[src/rtl/sync_fifo_pkg.sv]
// -----------------------------------------------------------------------------
// sync_fifo_pkg
//   Shared constants and helpers for the synchronous FIFO.
//   Contents:
//     DEFAULT_DATA_WIDTH  default word width in bits
//     DEFAULT_DEPTH       default number of storage entries (power of two, >= 2)
//     ptr_width(depth)    address/pointer width needed to index 'depth' entries
// -----------------------------------------------------------------------------
package sync_fifo_pkg;

  localparam int DEFAULT_DATA_WIDTH = 8;
  localparam int DEFAULT_DEPTH      = 16;

  // Pointer width for a power-of-two depth. The occupancy count needs one
  // more bit than this so that "exactly DEPTH entries" is representable.
  function automatic int ptr_width(input int depth);
    return $clog2(depth);
  endfunction

endpackage

[src/rtl/sync_fifo_mem.sv]
// -----------------------------------------------------------------------------
// sync_fifo_mem
//   DEPTH x DATA_WIDTH storage with one write port and one registered read
//   port, written so that it maps onto an inferred block RAM.
//   Ports:
//     clk      in   clock, rising edge
//     rst      in   synchronous active-high reset; clears rd_data only
//     wr_en    in   write strobe
//     wr_addr  in   write address
//     wr_data  in   write data
//     rd_en    in   read strobe; loads rd_data from mem[rd_addr]
//     rd_addr  in   read address
//     rd_data  out  registered read data, holds when rd_en is low
// -----------------------------------------------------------------------------
module sync_fifo_mem #(
  parameter int DATA_WIDTH = 8,
  parameter int DEPTH      = 16,
  parameter int ADDR_W     = 4
) (
  input  logic                  clk,
  input  logic                  rst,
  input  logic                  wr_en,
  input  logic [ADDR_W-1:0]     wr_addr,
  input  logic [DATA_WIDTH-1:0] wr_data,
  input  logic                  rd_en,
  input  logic [ADDR_W-1:0]     rd_addr,
  output logic [DATA_WIDTH-1:0] rd_data
);

  logic [DATA_WIDTH-1:0] mem [DEPTH];

  // The array itself is never reset so it stays a plain RAM.
  always_ff @(posedge clk) begin
    if (wr_en) begin
      mem[wr_addr] <= wr_data;
    end
  end

  // Output register with synchronous reset (maps onto the RAM output latch).
  always_ff @(posedge clk) begin
    if (rst) begin
      rd_data <= '0;
    end else if (rd_en) begin
      rd_data <= mem[rd_addr];
    end
  end

endmodule

[src/rtl/sync_fifo.sv]
// -----------------------------------------------------------------------------
// sync_fifo
//   Single-clock first-in first-out buffer with registered read data
//   (one-cycle read latency) and combinational full/empty from the count.
//   Optional feature: define SYNC_FIFO_ERR_FLAGS_EN to add sticky overflow
//   and underflow outputs.
//   Parameters:
//     DATA_WIDTH  word width in bits
//     DEPTH       number of entries, power of two and >= 2
//   Ports:
//     clk        in   clock, rising edge
//     rst        in   synchronous active-high reset (pointers, count, dout)
//     wr_en      in   write request, ignored while full
//     din        in   write data
//     rd_en      in   read request, ignored while empty
//     dout       out  registered read data, holds when no read is accepted
//     full       out  DEPTH entries held
//     empty      out  no entries held
//     overflow   out  (SYNC_FIFO_ERR_FLAGS_EN) sticky: write attempted while full
//     underflow  out  (SYNC_FIFO_ERR_FLAGS_EN) sticky: read attempted while empty
// -----------------------------------------------------------------------------
module sync_fifo
  import sync_fifo_pkg::*;
#(
  parameter int DATA_WIDTH = DEFAULT_DATA_WIDTH,
  parameter int DEPTH      = DEFAULT_DEPTH
) (
  input  logic                  clk,
  input  logic                  rst,
  input  logic                  wr_en,
  input  logic [DATA_WIDTH-1:0] din,
  input  logic                  rd_en,
  output logic [DATA_WIDTH-1:0] dout,
  output logic                  full,
  output logic                  empty
`ifdef SYNC_FIFO_ERR_FLAGS_EN
  ,
  output logic                  overflow,
  output logic                  underflow
`endif
);

  localparam int PTR_W = ptr_width(DEPTH);
  localparam int CNT_W = PTR_W + 1;

  logic [PTR_W-1:0] wr_ptr;
  logic [PTR_W-1:0] rd_ptr;
  logic [CNT_W-1:0] count;

  logic [PTR_W-1:0] wr_ptr_next;
  logic [PTR_W-1:0] rd_ptr_next;
  logic [CNT_W-1:0] count_next;

  logic wr_accept;
  logic rd_accept;
  logic mem_wr_en;
  logic mem_rd_en;

  // Flags come straight from the registered count, so they always reflect
  // pre-edge state when deciding which requests are accepted.
  assign full  = (count == CNT_W'(DEPTH));
  assign empty = (count == '0);

  assign wr_accept = wr_en && !full;
  assign rd_accept = rd_en && !empty;

  // Reset wins over traffic: keep the RAM from taking a write in a reset cycle.
  assign mem_wr_en = wr_accept && !rst;
  assign mem_rd_en = rd_accept && !rst;

  always_comb begin
    wr_ptr_next = wr_ptr;
    rd_ptr_next = rd_ptr;
    count_next  = count;
    if (wr_accept) begin
      wr_ptr_next = wr_ptr + PTR_W'(1);
    end
    if (rd_accept) begin
      rd_ptr_next = rd_ptr + PTR_W'(1);
    end
    // Simultaneous accepted read and write leave the count unchanged.
    if (wr_accept && !rd_accept) begin
      count_next = count + CNT_W'(1);
    end else if (rd_accept && !wr_accept) begin
      count_next = count - CNT_W'(1);
    end
  end

  always_ff @(posedge clk) begin
    if (rst) begin
      wr_ptr <= '0;
      rd_ptr <= '0;
      count  <= '0;
    end else begin
      wr_ptr <= wr_ptr_next;
      rd_ptr <= rd_ptr_next;
      count  <= count_next;
    end
  end

  sync_fifo_mem #(
    .DATA_WIDTH (DATA_WIDTH),
    .DEPTH      (DEPTH),
    .ADDR_W     (PTR_W)
  ) u_mem (
    .clk     (clk),
    .rst     (rst),
    .wr_en   (mem_wr_en),
    .wr_addr (wr_ptr),
    .wr_data (din),
    .rd_en   (mem_rd_en),
    .rd_addr (rd_ptr),
    .rd_data (dout)
  );

`ifdef SYNC_FIFO_ERR_FLAGS_EN
  logic overflow_reg;
  logic underflow_reg;

  // Any request that hits a blocking flag counts, even when the opposite
  // request on the same edge is accepted.
  always_ff @(posedge clk) begin
    if (rst) begin
      overflow_reg  <= 1'b0;
      underflow_reg <= 1'b0;
    end else begin
      if (wr_en && full) begin
        overflow_reg <= 1'b1;
      end
      if (rd_en && empty) begin
        underflow_reg <= 1'b1;
      end
    end
  end

  assign overflow  = overflow_reg;
  assign underflow = underflow_reg;
`endif

endmodule

[config.mk]
export PLATFORM = sky130hd
export DESIGN_NAME = sync_fifo
export DESIGN_NICKNAME = d
export VERILOG_FILES = /design/src/rtl/sync_fifo_pkg.sv /design/src/rtl/sync_fifo_mem.sv /design/src/rtl/sync_fifo.sv
export SDC_FILE = /design/constraint.sdc
export NUM_CORES = 1
export LEC_CHECK = 0
export ABC_AREA = 1
export BUFFER_PORTS_ARGS = -buffer_cell sky130_fd_sc_hd__buf_2
export CAP_MARGIN = 40
export CORE_ASPECT_RATIO = 0.7
export CORE_MARGIN = 2
export CORE_UTILIZATION = 55
export CTS_CLUSTER_DIAMETER = 200
export CTS_CLUSTER_SIZE = 14
export DETAILED_ROUTE_END_ITERATION = 12
export GPL_TIMING_DRIVEN = 0
export PLACE_DENSITY = 0.75
export SLEW_MARGIN = 5
export SYNTH_ARGS = -nofsm -noshare
export SYNTH_HDL_FRONTEND = slang
export SYNTH_HIERARCHICAL = 1
export SYNTH_SLANG_ARGS = --single-unit
[constraint.sdc]
create_clock -name clk -period 1.9 [get_ports clk]
set_input_delay 0.38 -clock clk [delete_from_list [all_inputs] [get_ports clk]]
set_output_delay 0.38 -clock clk [all_outputs]
set_load 0.02 [all_outputs]
==> summary.txt, run 1 <==
Run status
  – Outcome: finished, violations left
  – Failing checks: setup timing

Worst setup path
  – Most frequent CP cell: nor2_4
  – CP max FO: 8
  – Crit. End Element: flop
  – Critical-path cell list: nor2_4 > nand3_4 > nand2_4 > buf_4 > nor2_4 > nand3b_1 > buf_4 > nor2_4
  – Crit-path max cell delay: 0.39 ns
  – Arrival time at the worst endpoint: approximately 2.0 ns
  – WS Path Type: reg -> reg
  – CP Launch Type: flop
  – Crit path required time: ~2 ns
  – CP Launch Point: count[2]$_SDFFE_PP0P_
  – Slowest-stage cell, CP: dfxtp_2
  – Reg-to-Reg Start: count[2]$_SDFFE_PP0P_

Synthesis
  – Synth Net Count: 623
  – Synth top area cells: edfxtp_1 60%, nand2_1 11%, nand3_1 8.7%, dfxtp_1 6.6%, nor2_1 3.3%
  – Mapped cell area: 6411 µm²
  – Synth warn: 6
  – Yosys top cell by area: edfxtp_1
  – Post-synthesis area per instance: 10.61 µm²
  – Seq/Total Area, Yosys: 66.51%
  – Cells after synthesis: roughly 600
  – Synth cell types: 26
  – Area fraction of the dominant cell type after synthesis: 59.95%
  – Seq cells post-synth: 149

Power
  – Total power: 10.18 mW
  – Pwr dens: between 1000 and 1500 nW/µm²
  – Maximum VDD drop: 0.0007636 V
  – Leak pwr: 2.933 nW

Layout
  – Commonest cells after routing, fill and taps aside: 189 x nand2_1, 128 x edfxtp_1, 109 x nand3_1
  – Layout area overhead: 18.68%
  – FF/Latch Area: between 4000 and 5000 µm²
  – Commonest non-fill, non-tap cell in the layout: nand2_1
  – NumNets Final: between 600 and 700
  – Share of cells above drive strength 1: 21.46%
  – Area occupied by multi-input gates: 2017 µm²
  – Antenna diodes: 0
  – Fill count: 797

Place
  – Port Buf Inserts: 20
  – GPL Wtd Cong: 0.8708
  – HPWL Detailed: 9786 µm
  – DP Worst Slack: -0.2057 ns

Drt
  – Initial detailed-routing violation count: 516
  – DR vias/cell: 5.492
  – Number of remaining DRC errors: 0
  – Routed WL per cell: approximately 18 µm
  – Via count: about 4500
  – Final WL: 15190 µm
  – DRT antenna net count: 0
  – Detailed Routing Iterations Pass 1: 7

Global routing
  – First-pass GRT wire length: 23130 µm
  – Initial antenna violation count: 0
  – Largest net degree at the start of global routing: 17
  – GRT Overall Usage: between 20 and 30%
  – Vias in the first global route: 4265
  – Grt total ovfl: 0

CTS
  – Worst skew pair latency: 0.42 ns
  – CTS tree: built
  – Clock transition at the registers of the reported paths: 0.06 ns
  – # hold bufs at CTS: 0
  – Htree depth: 4
  – CTS Buf Count: 17
  – Clk sinks: 149
  – Clk root buf: clkbuf_16
  – CTS max path bufs: 2

Die
  – Die area: 12550 µm²
  – Io pins: 22
  – Core Box Area: 11170 µm²
  – Starting Density: about 57%
  – Die Ht: 94.33 µm
  – # rows: 32
  – Die X: 133.0 µm

Hold path
  – Min-delay src: rst
  – Worst Hold Class: in -> reg

Timing
  – Slew margin rel.: between 60% and 70%
  – Worst-Margin Slew: 0.4505 ns
  – Final slew viol count: 0
  – RSZ-0062 raised after global routing: true
  – Fin. Hold Viols: 0
  – Post-route setup slack: -0.01248 ns
  – Final min period: 1.912 ns
  – Fin crit share: 100.7%
  – Fin Clk Skew: 0.008093 ns
  – Setup violators final: 8
  – Max Fclk: about 520 MHz

Run
  – Max-cap violations: 0
[kinds of logic after synthesis]
group	share of synthesized area, %
and+or+nand+nor	25.45
adders and majority gates	1.483
AOI/OAI and AO/OA	0.8197
xor gates and xnor gates	0.5464
DFF	66.51
buffers and inverters	5.191
[per-layer routing]
layer,up-vias,wire length [µm],global-route usage [%]
li1,2146,-,-
met2,237,6679,38.39
met3,14,1784,9.286
met4,0,132,6.272
met1,2128,6592,36.00
met5,-,0,0
[worst paths after layout]
kind | cells past startpoint | slack, ns | endpoint
worst max-delay path | 8 | -0.01 | u_mem/mem[8][4]$_DFFE_PP_
worst min-delay path | 2 | 0.28 | rd_ptr[2]$_SDFFE_PP0P_
worst max register to register | 8 | -0.01 | u_mem/mem[8][4]$_DFFE_PP_
worst min register to register | 2 | 0.53 | rd_ptr[2]$_SDFFE_PP0P_
[registers in the layout, summed over array words and instances (netlist names)]
name	flops
u_mem/mem	128
u_mem/rd_data	8
count	5
rd_ptr	4
wr_ptr	4
[cell type report]
type	instances	area share (%)
Buffer	28	2.812
Clock buffer	17	5.591
Clock inverter	15	1.891
Inverter	32	1.677
Multi-Input combinational cell	395	26.51
Sequential cell	149	56.21
Tap cell	153	2.516
Timing Repair Buffer	35	2.796
[cells in the mapped netlist]
library cell	n
nor2_4	2
buf_4	5
o21ai_0	2
or2_2	2
inv_1	27
inv_2	5
a21oi_1	1
nand3_1	112
nand4_1	2
ha_1	6
nor2_1	56
nand3b_1	3
buf_6	10
dfxtp_1	21
nand3_4	2
buf_1	1
fa_1	1
clkbuf_1	1
nand2_1	192
xor2_1	4
edfxtp_1	128
a21oi_2	2
buf_2	11
nand2_4	2
o21ai_1	4
nand2_2	2
[where the power goes]
group | switching (mW) | leakage (nW) | internal, mW | total, mW
Clock | 1.38 | 0.262 | 1.83 | 3.21
Combinational | 1.95 | 1.34 | 1.16 | 3.11
Sequential | 0.136 | 1.33 | 3.73 | 3.87
Total | 3.46 | 2.93 | 6.72 | 10.2
[worst max-delay path, delay by kind of cell, from the launching register on]
family / cells / cell delay [ns]
and+or+nand+nor: 6 / 0.82
buffers and inverters: 2 / 0.38
DFF: 1 / 0.39
[through the flow]
| step | utilization [%] | cells | hold WS, ns | cell area, µm² | TNS [ns] |
|---|---|---|---|---|---|
| floorplan | - | 604 | 0.4789 | 6444 | 0 |
| global placement | 60.29 | 777 | 0.5113 | 6735 | -9.562 |
| detailed placement | 60.29 | 777 | 0.5188 | 6735 | -19.41 |
| CTS | 66.42 | 814 | 0.2394 | 7420 | -3.931 |
| global route | 68.11 | 824 | 0.2791 | 7609 | -1.308 |
| finish | 68.11 | 824 | 0.2755 | 7609 | -0.08485 |
[what timing repair did]
action / 4_1_cts / 5_1_grt
resized for setup: 24 / 28
setup buffers: 5 / 10
setup endpoints to repair: 132 / 121
pin swaps: 4 / 19
endpoints found under the hold margin: 0 / 0
Power figures use the tool's default switching activity.
==> run 2, diff against run 1 <==
ABC_AREA = unset   (was 1)
==> run 2 against run 1 <==
Compared with the run above:
- the run still ends with setup timing left
- utilization increased by 0.36 points
- design area shrank 2.0%
- critical path depth rose by 1
- worst hold slack improved by 0.11 ns
- critical path type unchanged
- critical endpoint is now count[4]$_SDFFE_PP0P_
- largest power group unchanged
==> summary.txt, run 2 <==
Timing
  – RSZ-0062 raised after global routing: true
  – Slew margin rel.: 56.79%
  – Worst-Margin Slew: 0.6473 ns
  – Fin. Hold Viols: 0
  – Setup_tns: -43.13 ns
  – Final slew viol count: 0
  – Fin crit share: 131.6%
  – Final min period: between 2 and 3 ns
  – Setup violators final: around 140
  – Post-route setup slack: -0.6006 ns
  – Max Fclk: 399.9 MHz
  – Fin Clk Skew: 0.008336 ns

Worst setup path
  – WS Path Type: reg -> reg
  – Reg-to-Reg Start: count[2]$_SDFFE_PP0P_
  – Crit path required time: 2.21 ns
  – Reg2reg end: count[4]$_SDFFE_PP0P_
  – CP max FO: 5
  – Crit. End Element: flop
  – CP Launch Type: flop
  – R2r setup slk: -0.60 ns
  – Arrival time at the worst endpoint: 2.81 ns
  – R2R cell count: 9

Layout
  – Layout area overhead: 22.81%
  – Largest regs: u_mem/mem x128, u_mem/rd_data x8, count x5
  – Final std cells w/o fill: between 600 and 700
  – Commonest cells after routing, fill and taps aside: 128 x edfxtp_1, 67 x mux2i_1, 26 x buf_2
  – NumNets Final: 470
  – Max FFs per register: 128
  – Biggest register: u_mem/mem
  – Share of cells above drive strength 1: 26.72%
  – Commonest non-fill, non-tap cell in the layout: edfxtp_1

CTS
  – Htree depth: 4
  – Clock transition at the registers of the reported paths: 0.06 ns
  – CTS tree: built
  – Clk root buf: clkbuf_16
  – Clk sinks: 149
  – CTS Buf Count: 17
  – CTS max path bufs: 2
  – Worst skew pair latency: about 0.4 ns
  – # hold bufs at CTS: 0

Place
  – HPWL Detailed: around 8400 µm
  – GPL Wtd Cong: 0.8345
  – Placed cell count: 568
  – Port Buf Inserts: 21

Global routing
  – Met3 Use GR: between 7 and 8%
  – Largest net degree at the start of global routing: 17
  – GRT Overall Usage: 24.12%
  – Grt total ovfl: 0
  – Vias in the first global route: 3587
  – First-pass GRT wire length: 20270 µm
  – Met1 Usage GRT: 34.76%
  – GR peak layer: met2
  – Initial antenna violation count: 1
  – GR Util met2: 35.51%

Synthesis
  – Count leader, synth: edfxtp_1
  – Synth warn: 6
  – Seq/Total Area, Yosys: 70.22%
  – Area fraction of the dominant cell type after synthesis: 63.30%
  – Synth cell count leaders: 128 x edfxtp_1, 67 x mux2i_1, 33 x nor2_1
  – Post-synthesis area per instance: 15.41 µm²
  – Async SR Flop Fraction: 0%
  – Cells after synthesis: 394
  – Ys flop type: edfxtp_1
  – Synth Net Count: 413
  – Synth top area cells: edfxtp_1 63%, mux2i_1 11%, dfxtp_1 6.9%, a22oi_1 3.0%, nand3_1 2.1%
  – Mapped cell area: 6072 µm²
  – Post-synth EDFFs: approximately 130
  – Yosys top cell by area: edfxtp_1
  – Synth cell types: 37
  – Seq cells post-synth: 149

Drt
  – DR vias/cell: 5.816
  – DRT antenna net count: 0
  – Initial detailed-routing violation count: 285
  – Via count: between 3000 and 4000
  – Number of remaining DRC errors: 0
  – Routed WL per cell: between 20 and 25 µm
  – Final WL: 13440 µm
  – Detailed Routing Iterations Pass 1: 4

Run status
  – Outcome: finished, violations left
  – Failing checks: setup timing

Power
  – Maximum VDD drop: 0.0007772 V
  – Leak pwr: 2.441 nW
  – Pwr dens: approximately 1200 nW/µm²
  – Total power: a little over 9 mW

Die
  – # rows: 32
  – Starting Density: 55.76%
  – Die Ht: 91.91 µm
  – Die area: around 12000 µm²
  – Die X: 129.6 µm
  – Core Box Area: 10890 µm²
  – Io pins: 22

Run
  – Max-cap violations: 0

Hold path
  – Hold path endpoint: u_mem/mem[4][3]$_DFFE_PP_
  – Min-delay src: din[3]
  – Hold path depth: 1
  – Worst Hold Class: in -> reg
[run 2: stage by stage]
stage	cell area (µm²)	hold WS (ns)	worst slack, ns	utilization, %
after floorplan	6223	0.4789	-0.6183	-
after global placement	6520	0.4385	-0.7670	59.87
after detailed placement	6520	0.4440	-0.7888	59.87
after CTS	7318	0.3536	-0.6037	67.20
after global routing	7455	0.3773	-0.6765	68.45
final	7457	0.3826	-0.6006	68.47
[run 2: area by class of cell]
cell class	instances	area, µm²
diodes	1	2.502
plain buffers	16	150.1
clock buffers	20	446.7
clock inverters	12	201.4
fillers	733	3433
inverters	2	12.51
multi-input cells	225	1861
flip-flops and latches	149	4274
well taps	153	191.4
repair buffers	40	317.8
[run 2: repair_timing]
| action | in CTS | in global routing |
|---|---|---|
| gates resized for setup | 18 | 11 |
| setup endpoints to repair | 143 | 143 |
| buffers inserted | 12 | 10 |
| pin swaps | 21 | 8 |
[run 2: metal layers]
metal  part of all wire [%]  up-vias  wire length (µm)
li1                       -     1630                 -
met1                     44     1809              5915
met2                     47      137              6265
met3                    7.9       18              1056
met4                    1.5        0               205
met5                      0        -                 0
[run 2: cell families after synthesis]
family                     Yosys count  share of synthesized area (%)
adders and majority gates            7                          1.566
AOI/OAI and AO/OA                   44                          5.255
and+or+nand+nor                     98                          7.727
buffers and inverters               20                          2.844
DFF                                149                          70.22
muxes                               68                          11.23
xor gates and xnor gates             8                          1.154
[run 2: how the worst max path moves through the flow]
| stage | start | to | slack, ns | depth (start not counted) |
|---|---|---|---|---|
| final | count[2]$_SDFFE_PP0P_ | count[4]$_SDFFE_PP0P_ | -0.60 | 9 |
| after global routing | count[2]$_SDFFE_PP0P_ | count[4]$_SDFFE_PP0P_ | -0.68 | 9 |
| after CTS | count[1]$_SDFFE_PP0P_ | count[4]$_SDFFE_PP0P_ | -0.60 | 9 |
| after detailed placement | count[0]$_SDFFE_PP0P_ | count[4]$_SDFFE_PP0P_ | -0.79 | 10 |
| after global placement | count[0]$_SDFFE_PP0P_ | count[4]$_SDFFE_PP0P_ | -0.77 | 10 |
| after floorplan | count[0]$_SDFFE_PP0P_ | count[4]$_SDFFE_PP0P_ | -0.62 | 10 |
[run 2: power by group]
part	switching [mW]	internal, mW
registers	0.166	3.72
logic	0.890	0.672
clock network	1.26	2.37
[run 2: worst max-delay path: stages (launching register included)]
cell and delay [ns]:
dfxtp_2 0.32, or4_4 0.58, o21a_4 0.26, ha_4 0.17, inv_6 0.07, ha_4 0.21
a21oi_2 0.14, a211oi_1 0.08, a31oi_1 0.20, mux2_2 0.36
==> run 3, diff against run 2 <==
CELL_PAD_IN_SITES_DETAIL_PLACEMENT = 1   (was unset)
CELL_PAD_IN_SITES_GLOBAL_PLACEMENT = 2   (was unset)
CORE_UTILIZATION = 41   (was 55)
PLACE_DENSITY = unset   (was 0.75)
PLACE_DENSITY_LB_ADDON = 0.1   (was unset)
==> run 3 against run 2 <==
Compared with the run above:
- the flow still finishes with violations (setup timing)
- design area is 1.7% higher
- sequential power is essentially flat
- setup slack lost 0.088 ns
- wire length up 7.4%
- non-clock buffer count increased by 8
- via count down 3.0%
- register-to-register slack worse by 0.09 ns
- largest power group unchanged
- clock-buffer cell count shrank 3
- total power shrank 2.6%
==> summary.txt, run 3 (same netlist as run 2, synthesis figures left out) <==
Run status
  – Outcome: finished, violations left
  – Failing checks: setup timing

Layout
  – Fill count: roughly 1400
  – Antenna diodes: 0
  – Design area: about 7600 µm²
  – Share of cells above drive strength 1: 28.39%
  – Largest regs: u_mem/mem x128, u_mem/rd_data x8, count x5
  – NumNets Final: 478
  – Max FFs per register: 128
  – Commonest non-fill, non-tap cell in the layout: edfxtp_1
  – Layout area overhead: 24.95%
  – Final std cells w/o fill: approximately 670
  – Biggest register: u_mem/mem
  – Commonest cells after routing, fill and taps aside: 128 x edfxtp_1, 67 x mux2i_1, 26 x buf_2

Timing
  – Setup_tns: -34.94 ns
  – Fin crit share: 136.2%
  – Final min period: 2.588 ns
  – RSZ-0062 raised after global routing: true
  – Worst-Margin Slew: 0.6197 ns
  – Post-route setup slack: -0.6883 ns
  – Setup violators final: ~140
  – Fin Clk Skew: ~0.0074 ns
  – Fin. Hold Viols: 0
  – Hold slack: 0.3692 ns
  – Final slew viol count: 0
  – Slew margin rel.: 58.63%
  – Max Fclk: 386.3 MHz

Worst setup path
  – CP Launch Type: flop
  – R2R cell count: 9
  – Critical-path cell list: or4_4 > o21ai_4 > ha_4 > inv_6 > fa_2 > nand3_2 > a211oi_1 > a31oi_1 > mux2_2
  – Reg2reg end: count[4]$_SDFFE_PP0P_
  – Crit. End Element: flop
  – Top delay family on crit path: simple AND/OR/NAND/NOR gates
  – Arrival time at the worst endpoint: 2.89 ns
  – WP buf/inv: 1
  – WS Path Type: reg -> reg
  – Crit-path max cell delay: 0.59 ns
  – Slowest-stage cell, CP: or4_4
  – Crit path required time: 2.20 ns
  – CP max FO: 5
  – R2r setup slk: -0.69 ns
  – Reg-to-Reg Start: count[1]$_SDFFE_PP0P_

Power
  – Part of the power in registers: 43.9%
  – Total power: 8.839 mW
  – Pwr dens: 1165 nW/µm²
  – Sw Share: 27.60%
  – Logic pwr share: 19.2%
  – P_sw: 2.439 mW
  – Clock power frac: between 30% and 40%
  – Leak pwr: 2.460 nW
  – Cell-internal power: 6.399 mW
  – Maximum VDD drop: 0.0006186 V

CTS
  – CTS max path bufs: 2
  – Clk root buf: clkbuf_16
  – # hold bufs at CTS: 0
  – Worst skew pair latency: 0.41 ns
  – Clock transition at the registers of the reported paths: 0.06 ns
  – CTS tree: built
  – CTS Buf Count: 17
  – Htree depth: 4
  – Clk sinks: 149

Drt
  – Highest Signal Layer: met4
  – DR vias/cell: about 5.2
  – WL met3: 626 µm
  – Initial detailed-routing violation count: 215
  – Routed WL per cell: 21.64 µm
  – DRT antenna net count: 0
  – Via count: 3487
  – Number of remaining DRC errors: 0
  – Wl on met1: 7283 µm
  – Detailed Routing Iterations Pass 1: 5
  – Met2 WL: 6420 µm
  – Final WL: 14430 µm

Die
  – # rows: 37
  – Starting Density: 41.64%
  – Die Ht: 105.8 µm
  – Die X: ~150 µm
  – Io pins: 22
  – Core Box Area: roughly 15000 µm²
  – Die area: 15820 µm²

Hold path
  – Min-delay src: wr_en
  – Worst Hold Class: in -> reg
  – Hold path depth: 4
  – Hold path endpoint: wr_ptr[2]$_SDFFE_PP0P_

Global routing
  – Initial antenna violation count: 0
  – Grt total ovfl: 0
  – Largest net degree at the start of global routing: 17
  – First-pass GRT wire length: around 22000 µm
  – GRT Overall Usage: 19.87%
  – Vias in the first global route: 3600

Run
  – Max-cap violations: 0

Place
  – Placed cell count: a little over 600
  – GPL Wtd Cong: around 0.73
  – HPWL Detailed: 9705 µm
  – Port Buf Inserts: 21
  – Area after DPL: 6573 µm²
-- run 3: cell types whose count changed in the layout (fill, tap and decap cells not counted), moves of 2 or more --
cell       previous run  this run
nand3_1              24        22
buf_12                6        11
buf_4                13        16
bufinv_16             5         2
nand3_2               1         3
clkinv_1              0         2
clkbuf_1              4         2
inv_6                 2         5
-- run 3: worst reg2reg max path, cell delays in order (launching register included) --
cell	delay [ns]
dfxtp_4	0.34
or4_4	0.59
o21ai_4	0.20
ha_4	0.18
inv_6	0.05
fa_2	0.40
nand3_2	0.09
a211oi_1	0.07
a31oi_1	0.20
mux2_2	0.36
-- run 3: final cells by class --
| type | instances | area, µm² | share of cell area [%] |
|---|---|---|---|
| Tap cell | 195 | 244.0 | 3.216 |
| Clock buffer | 17 | 425.4 | 5.607 |
| Buffer | 17 | 165.2 | 2.177 |
| Timing Repair Buffer | 47 | 429.2 | 5.656 |
| Multi-Input combinational cell | 225 | 1886 | 24.85 |
| Sequential cell | 149 | 4273 | 56.32 |
| Inverter | 2 | 12.51 | 0.1649 |
| Clock inverter | 15 | 152.6 | 2.012 |
-- run 3: worst max-delay path by stage --
| stage | depth (start not counted) | startpoint | slack, ns | endpoint |
|---|---|---|---|---|
| after floorplan | 10 | count[0]$_SDFFE_PP0P_ | -0.62 | count[4]$_SDFFE_PP0P_ |
| after global placement | 10 | count[0]$_SDFFE_PP0P_ | -0.86 | count[4]$_SDFFE_PP0P_ |
| after detailed placement | 10 | count[0]$_SDFFE_PP0P_ | -0.85 | count[4]$_SDFFE_PP0P_ |
| after CTS | 9 | count[1]$_SDFFE_PP0P_ | -0.67 | count[4]$_SDFFE_PP0P_ |
| after global routing | 9 | count[0]$_SDFFE_PP0P_ | -0.76 | count[4]$_SDFFE_PP0P_ |
| final | 9 | count[1]$_SDFFE_PP0P_ | -0.69 | count[4]$_SDFFE_PP0P_ |
-- run 3: layer usage --
metal / track usage, % / vias up
met5: 0 / -
met4: 4.898 / 0
met3: 4.156 / 8
met2: 28.96 / 59
met1: 30.31 / 1777
li1: - / 1643
-- run 3: power groups by stage --
stage          clock [mW]  sequential, mW  combinational, mW
2_1_floorplan           0            3.94              0.940
3_3_place_gp            0            3.93               1.37
4_1_cts              3.33            3.88               1.59
6_report             3.26            3.88               1.70
3_5_place_dp            0            3.93               1.40
5_1_grt              3.47            3.90               1.85
-- run 3: what timing repair did --
item                       CTS  global route
resized for setup           25             6
setup endpoints to repair  143           143
buffers inserted            18             8
pin swaps                   13             7
-- run 3: through the flow --
| stage | worst slack, ns | util (%) |
|---|---|---|
| after floorplan | -0.6183 | - |
| after global placement | -0.8567 | 45.07 |
| after detailed placement | -0.8489 | 45.07 |
| after CTS | -0.6655 | 51.19 |
| after global routing | -0.7586 | 52.03 |
| final | -0.6883 | 52.03 |
